$ cat config.mk
export PLATFORM = sky130hd
export DESIGN_NAME = uart_dbg_tx_fifo
export DESIGN_NICKNAME = d
export VERILOG_FILES = /design/src/rtl/uart_dbg_tx_fifo.sv
export SDC_FILE = /design/constraint.sdc
export NUM_CORES = 1
export LEC_CHECK = 0
export CORE_MARGIN = 5
export CORE_UTILIZATION = 40
export CTS_BUF_LIST = sky130_fd_sc_hd__clkbuf_4
export CTS_CLUSTER_SIZE = 12
export DETAILED_ROUTE_END_ITERATION = 10
export GPL_TIMING_DRIVEN = 0
export PLACE_DENSITY = 0.59
export SLEW_MARGIN = 20
export SYNTH_ARGS = -nofsm -noshare
export SYNTH_HDL_FRONTEND = slang
export SYNTH_SLANG_ARGS = --single-unit
$ cat constraint.sdc
create_clock -name clk -period 4.32 [get_ports clk]
set_input_delay 0.432 -clock clk [delete_from_list [all_inputs] [get_ports clk]]
set_output_delay 0.432 -clock clk [all_outputs]
set_load 0.01 [all_outputs]
$ cat src/rtl/uart_dbg_tx_fifo.sv
// uart_dbg_tx_fifo
// ----------------
// Elastic byte buffer between the button-triggered debug sequence generator
// and the UART debug transmit input. The generator bursts a byte every 16
// clocks, which is far faster than the UART can shift bytes out. This block
// stores the burst and replays it one byte at a time, paced by tx_busy.
//
// Optional build macro: UART_DBG_FIFO_STATS_EN
//   defined   -> drop_count / sent_count are live statistics counters
//   undefined -> both counters are tied to zero and no counter flops exist
//
// Ports:
//   clk         system clock (27 MHz in the top level)
//   resetb      asynchronous active-low reset
//   wr_en       one-cycle push strobe from the debug generator
//   wr_data     byte to push, sampled when wr_en=1
//   tx_busy     UART transmitter busy (high while a byte is shifting out)
//   tx_send     one-cycle send strobe to the UART
//   tx_data     byte to send, held from the strobe until the next pop
//   level       current occupancy, 0..DEPTH
//   full        level == DEPTH
//   empty       level == 0
//   overflow    sticky flag, a push was dropped
//   clr_ovf     synchronous clear of overflow (and drop_count)
//   drop_count  saturating dropped-byte counter (stats build only)
//   sent_count  wrapping bytes-sent counter (stats build only)

module uart_dbg_tx_fifo #(
  parameter  int DEPTH    = 32,
  parameter  int ACK_WAIT = 64,
  localparam int AW       = $clog2(DEPTH)
) (
  input  logic          clk,
  input  logic          resetb,
  input  logic          wr_en,
  input  logic [7:0]    wr_data,
  input  logic          tx_busy,
  output logic          tx_send,
  output logic [7:0]    tx_data,
  output logic [AW:0]   level,
  output logic          full,
  output logic          empty,
  output logic          overflow,
  input  logic          clr_ovf,
  output logic [7:0]    drop_count,
  output logic [15:0]   sent_count
);

  // The ACK counter must be able to hold ACK_WAIT itself, because it keeps
  // counting on the exit cycle before it is cleared in DRAIN.
  localparam int            CW       = $clog2(ACK_WAIT + 1);
  localparam logic [CW-1:0] ACK_LAST = CW'(ACK_WAIT - 1);

  typedef enum logic [1:0] {
    IDLE,
    SEND,
    ACK,
    DRAIN
  } state_t;

  state_t        state;
  state_t        state_next;
  logic [CW-1:0] ack_cnt;

  logic [7:0]    mem [DEPTH];
  logic [AW-1:0] wr_ptr;
  logic [AW-1:0] rd_ptr;
  logic [AW:0]   level_next;

  logic          push;
  logic          pop;
  logic          drop;

  // Full is taken from the registered level, so a push into a full FIFO is
  // dropped even when a pop happens in the same cycle.
  assign push = wr_en & ~full;
  assign drop = wr_en & full;

  // Storage array, written on accepted pushes only.
  always_ff @(posedge clk) begin
    if (push) begin
      mem[wr_ptr] <= wr_data;
    end
  end

  // Pointers wrap naturally because DEPTH is a power of two.
  always_ff @(posedge clk or negedge resetb) begin
    if (!resetb) begin
      wr_ptr <= '0;
      rd_ptr <= '0;
    end else begin
      if (push) begin
        wr_ptr <= wr_ptr + AW'(1);
      end
      if (pop) begin
        rd_ptr <= rd_ptr + AW'(1);
      end
    end
  end

  // Simultaneous push and pop leaves the occupancy unchanged.
  always_comb begin
    level_next = level;
    if (push && !pop) begin
      level_next = level + (AW+1)'(1);
    end else if (pop && !push) begin
      level_next = level - (AW+1)'(1);
    end
  end

  // full/empty are registered alongside level so all three change together.
  always_ff @(posedge clk or negedge resetb) begin
    if (!resetb) begin
      level <= '0;
      full  <= 1'b0;
      empty <= 1'b1;
    end else begin
      level <= level_next;
      full  <= (level_next == (AW+1)'(DEPTH));
      empty <= (level_next == '0);
    end
  end

  // A dropped push wins over a coincident clear.
  always_ff @(posedge clk or negedge resetb) begin
    if (!resetb) begin
      overflow <= 1'b0;
    end else if (drop) begin
      overflow <= 1'b1;
    end else if (clr_ovf) begin
      overflow <= 1'b0;
    end
  end

  // tx_data only loads on a pop, which can only happen in IDLE, so it is
  // stable for the whole SEND/ACK/DRAIN handshake.
  always_ff @(posedge clk or negedge resetb) begin
    if (!resetb) begin
      tx_data <= 8'h00;
    end else if (pop) begin
      tx_data <= mem[rd_ptr];
    end
  end

  // State register plus the ACK timeout counter, which runs only in ACK.
  always_ff @(posedge clk or negedge resetb) begin
    if (!resetb) begin
      state   <= IDLE;
      ack_cnt <= '0;
    end else begin
      state <= state_next;
      if (state == ACK) begin
        ack_cnt <= ack_cnt + CW'(1);
      end else begin
        ack_cnt <= '0;
      end
    end
  end

  // ACK falls through to DRAIN after ACK_WAIT cycles even without tx_busy,
  // so a missed strobe cannot lock the transmitter up.
  always_comb begin
    state_next = state;
    case (state)
      IDLE:    if (pop) state_next = SEND;
      SEND:    state_next = ACK;
      ACK:     if (tx_busy || (ack_cnt == ACK_LAST)) state_next = DRAIN;
      DRAIN:   if (!tx_busy) state_next = IDLE;
      default: state_next = IDLE;
    endcase
  end

  // Output decode: the strobe is the SEND state, pops start a handshake.
  always_comb begin
    tx_send = (state == SEND);
    pop     = (state == IDLE) & ~empty & ~tx_busy;
  end

`ifdef UART_DBG_FIFO_STATS_EN
  // drop_count saturates; a drop in the same cycle as clr_ovf still counts.
  always_ff @(posedge clk or negedge resetb) begin
    if (!resetb) begin
      drop_count <= 8'd0;
    end else if (drop) begin
      if (drop_count != 8'hFF) begin
        drop_count <= drop_count + 8'd1;
      end
    end else if (clr_ovf) begin
      drop_count <= 8'd0;
    end
  end

  // sent_count counts strobes and wraps at 16 bits.
  always_ff @(posedge clk or negedge resetb) begin
    if (!resetb) begin
      sent_count <= 16'd0;
    end else if (state == SEND) begin
      sent_count <= sent_count + 16'd1;
    end
  end
`else
  assign drop_count = 8'd0;
  assign sent_count = 16'd0;
`endif

endmodule

=== After elaboration in Yosys (flattened, before gate mapping) ===
Memories as Yosys holds them, arrays and structs flattened. A register that Yosys moved wholly into a read port is not among the register bits.
Cells that the tools add are included.

* Add/subtract/negate cells: 5
* Eq/ne operators: 8
* Mux-type cells: 11
* Bitwise gates (word level): 7
* Reductions and logical operators: 10

{| class="wikitable"
|+ Operators with widths
! operator !! number
|-
| two-way mux 6 bit || 2
|-
| adder 5 x 1 -> 5 bit, second input constant || 2
|-
| one-hot mux 2 bit (4 select lines) || 1
|-
| adder 7 x 1 -> 7 bit, second input constant || 1
|-
| == test 7 x 6 -> 1 bit, second input constant || 1
|-
| two-way mux 7 bit || 1
|-
| adder 6 x 1 -> 6 bit, second input constant || 1
|-
| == test 6 bit, second input constant || 1
|-
| zero test 6 bit || 1
|-
| two-way mux 2 bit || 3
|-
| subtractor 6 x 1 -> 6 bit, second input constant || 1
|-
| AND 1 bit || 4
|-
| == test 2 bit, second input constant || 2
|-
| two-way mux 1 bit || 4
|-
| != test 2 bit, second input constant || 2
|-
| zero test 1 bit || 3
|-
| inverter 1 bit || 3
|-
| AND reduction 3 bit || 1
|-
| == test 2 x 1 -> 1 bit, second input constant || 1
|-
| logical AND 1 bit || 2
|-
| zero test 2 bit || 1
|-
| != test 2 x 1 -> 1 bit, second input constant || 1
|-
| nonzero test 2 bit || 1
|-
| logical OR 1 bit || 1
|}

* Bits in registers: 28
* Bits in writable memories: 256
* Input bits: 13
* Output and inout bits: 42
* Logic and storage cells: 50
* Memories: 1

{| class="wikitable"
|+ Memory list
! memory !! depth !! bits a word !! rd ports !! clocked after Yosys merged registers in !! wr ports !! RTL line !! source
|-
| mem || 32 || 8 || 1 || 1 || 1 || 65 || <nowiki>logic [7:0] mem [DEPTH];</nowiki>
|}

=== Longest topological paths before layout ===
* Depth in word-level cells: 7
* Mapped depth: 8
* Mapped depth without buffers: 7

=== Least setup slack after synthesis ===
Ideal clock, no wire load.

* Path kind: register to register
* Start: register state[0]
* End: register tx_data[1] (read register of mem)
* Library setup time: 0.123 ns
* Arrival: 1.886 ns
* Data required time: 4.197 ns
* Path slack: 2.311 ns
* Stages on the path, launching flop included: 7
* Path buffers: 0
* Period minus slack after synthesis: 2.009 ns
* Cells stage by stage: dfrtp_1 > inv_1 > ha_1 > nor3b_4 > nand2b_4 > or4_1 > o221a_1

* Cells in the longest elaborated chain, start to end: 3

{| class="wikitable"
|+ RTL lines
! item !! RTL line !! source
|-
| start, declared || 61 || <nowiki>state_t state;</nowiki>
|-
| start signal, assigned || 151 || <nowiki>state <= state_next;</nowiki>
|-
| zero test 2 bit || 176 || <nowiki>pop = (state == IDLE) & ~empty & ~tx_busy;</nowiki>
|-
| AND 1 bit (2 in series) || 176 ||
|-
| end, declared || 39 || <nowiki>output logic [7:0] tx_data,</nowiki>
|}

Every way passes these cells.
A chain may end at the register's enable or synchronous reset.

=== Worst setup path in the final report ===
Same ends and word-level chain as after synthesis.

==> results.yml <==
outcome:
  status: "finished clean"
setup_path:
  worst-endpoint-required_ns: 4.83
  max_stage_delay_ns: 0.72
  slowest_stage: "a2111oi_0"
  rr_worst_depth: 8
  critical_path_class: "flop to flop"
  timing.rr.end: "tx_data[1]"
  arrival_ns: 3.33
  worstSetupStartpointType: "flop"
  r2r_start: "state[0]"
  cp_max_fo: 10
  r2r_setup_slack_ns: 1.50
  cp_cell_sequence: "inv_1 -> ha_1 -> nor3b_4 -> buf_6 -> nand2_1 -> a2111oi_0 -> o21ai_1 -> o221a_1"
  end_kind: "flop"
synthesis:
  synth.most_common_cell: "edfxtp_1"
  ys_top_cells_by_count: "edfxtp_1, nor2_1, mux2i_1"
  async_reset_ff_share_pct: 12.33
  yosysTopAreaCell: "edfxtp_1"
  avgSynthCellArea_sq_um: 17.67
  synth_area_sq_um: 11950
  yosys_warnings: 0
  yosysSeqAreaShare_pct: 71.91
  netlist_instances: 676
  synth_seq_cells: 292
  synth_edf_count: 256
  synth_top_area_share_pct: 64.36
  yosysUniqueCellTypes: 56
  synthTopCellsByArea: "edfxtp_1, mux4_2, dfrtp_1"
  synth-main-ff-cell: "edfxtp_1"
clocking:
  clk_latency_ns: 0.66
  numCtsBuffers: 71
  path_clk_slew_ns: 0.07
  h-tree-depth: 3
  root_buffer: "clkbuf_4"
  cts_tree: "built"
  postCtsSetupRepairBufs: 0
  cts_resized: 0
  clock_sinks: 292
  max-clock-path-buffers: 3
  ctsHoldBuffers: 1
drt:
  wl_per_cell_um: 20.09
  drtIter0Drc: 387
  drc_errors: 0
  num_vias: 6362
  detail-route-antenna-nets: 0
  first_pass_iters: 5
  drt_wl_total_um: 25080
  via_per_inst: 5.098
global_route:
  track_usage_pct: 15.38
  grt_max_degree: 33
  grt_pass1_vias: 6808
  grt_antenna_before_repair: 1
  grt_pass1_wl_um: 39180
  grt-ovfl-total: 0
power:
  p_total_mw: 8.327
  leakage_nw: 4.859
  powerDensity_nw_per_um2: 605.2
  peakVddDrop_mv: 0.1818
timing:
  rsz0062_at_grt: "no"
  period_needed_ns: 2.823
  max_slew_margin_pct: 43.67
  finalClockSkew_ns: 0.03304
  worst_slew_pin_slew_ns: 0.8237
  setup_viol: 0
  fin_crit_sh_pct: 65.34
  fin_setup_tns_ns: 0
  finalHoldViolations: 0
  fmaxAchievable_mhz: 354.2
  hold_slack_ns: 0.1550
  drv_slew: 0
placed_design:
  gp_congestion: 0.8320
  dp.cells: 1120
  portBuffers: 30
  hpwl_um: 16510
hold_path:
  min_path_type: "input port to asynchronous set/reset pin"
floorplanning:
  core_area_sq_um: 29560
  io_pins: 55
  die-area_sq_um: 33420
  initial_utilization_pct: 40.41
  chipHeight_um: 182.8
  row_count: 63
  die-width_um: 182.8
cells_and_area:
  synthToLayoutAreaGrowth_pct: 15.19
  fin_nets: 830
  final_util_pct: 46.55
  finalNonFillerCells: 1248
  drive_gt1_share_pct: 26.72
  fillers: 2576
flow_run:
  max-cap-violations: 0
[area by class of cell]
type | instances | area (sq um) | share of cell area, %
repair buffers | 32 | 285.3 | 2.073
clock inverters | 21 | 163.9 | 1.191
flip-flops and latches | 292 | 8589 | 62.43
multi-input cells | 344 | 3040 | 22.10
diodes | 1 | 2.502 | 0.01819
clock buffers | 105 | 788.3 | 5.729
well taps | 390 | 488.0 | 3.546
plain buffers | 54 | 367.9 | 2.673
inverters | 9 | 33.78 | 0.2455
[flip-flops by register name, indices dropped and copies added, names as in the netlist]
name and count:
mem 256, tx_data 8, ack_cnt 7, level 6
rd_ptr 5, wr_ptr 5, state 2, empty 1
full 1, overflow 1
[routing by layer]
layer	vias up	routed length (um)	GRT usage [%]
met3	32	1513	3.729
met5	-	0	0
met4	0	590	6.198
li1	2909	-	-
met2	225	12000	24.64
met1	3196	10970	20.41
[per-stage QoR]
step	setup WS [ns]	area, sq um
2_1_floorplan	2.311	12030
5_1_grt	1.300	13760
3_3_place_gp	1.369	12820
4_1_cts	1.498	13770
3_5_place_dp	1.294	12810
6_report	1.497	13760
[cells by family (layout without fill, tap and decap cells)]
kind of cell	count (synthesis)	count (layout)	share of synthesized area, %
AO/OA/AOI/OAI	50	50	3.184
adder cells (fa/ha/maj)	13	13	1.362
other	1	25	0.03139
AND/OR/NAND/NOR	134	134	5.740
multiplexers	107	107	13.18
buffers and inverters	63	221	3.362
flip-flops	292	292	71.91
XOR/XNOR	16	16	1.236
[cells in the final DEF (no fill, tap or decap), drive strengths merged, types with 2 or more instances in the layout]
master / n
ha: 13
o22ai: 23
mux2i: 65
nor2b: 2
dfrtp: 35
or3: 3
xor2: 4
bufinv: 3
o21ai: 8
nand3: 5
or4: 3
inv: 10
and3: 2
nand4: 6
a21oi: 3
mux2: 2
clkbuf: 109
buf: 60
mux4: 40
nor4: 8
xnor2: 12
a2111oi: 8
clkinv: 17
nand3b: 4
nor3: 7
edfxtp: 256
or3b: 3
clkdlybuf4s50: 21
nor2: 67
conb: 24
nand2: 15
nand2b: 3
[how the worst max path moves through the flow]
| stage | to | depth (start not counted) | start | slack [ns] |
|---|---|---|---|---|
| 2_1_floorplan | tx_data[1] | 6 | state[0] | 2.31 |
| 5_1_grt | tx_data[1] | 8 | state[0] | 1.30 |
| 6_report | tx_data[1] | 8 | state[0] | 1.50 |
| 3_3_place_gp | mem[7][4] | 6 | wr_en | 1.37 |
| 4_1_cts | tx_data[1] | 8 | state[0] | 1.50 |
| 3_5_place_dp | mem[7][3] | 6 | wr_en | 1.29 |
[power breakdown]
part	internal, mW	switching, mW	total [mW]
combinational	1.09	1.38	2.47
clock	1.30	1.03	2.33
sequential	3.36	0.175	3.53
total	5.74	2.58	8.33
[worst max-delay path: cells and delay by family (launching register included)]
kind,cells,cell delay [ns]
AOI/OAI and AO/OA,3,1.05
DFF,1,0.41
adders and majority gates,1,0.25
buffers and inverters,2,0.34
and+or+nand+nor,2,0.64
Note: power is estimated with default switching activity, not from simulation.
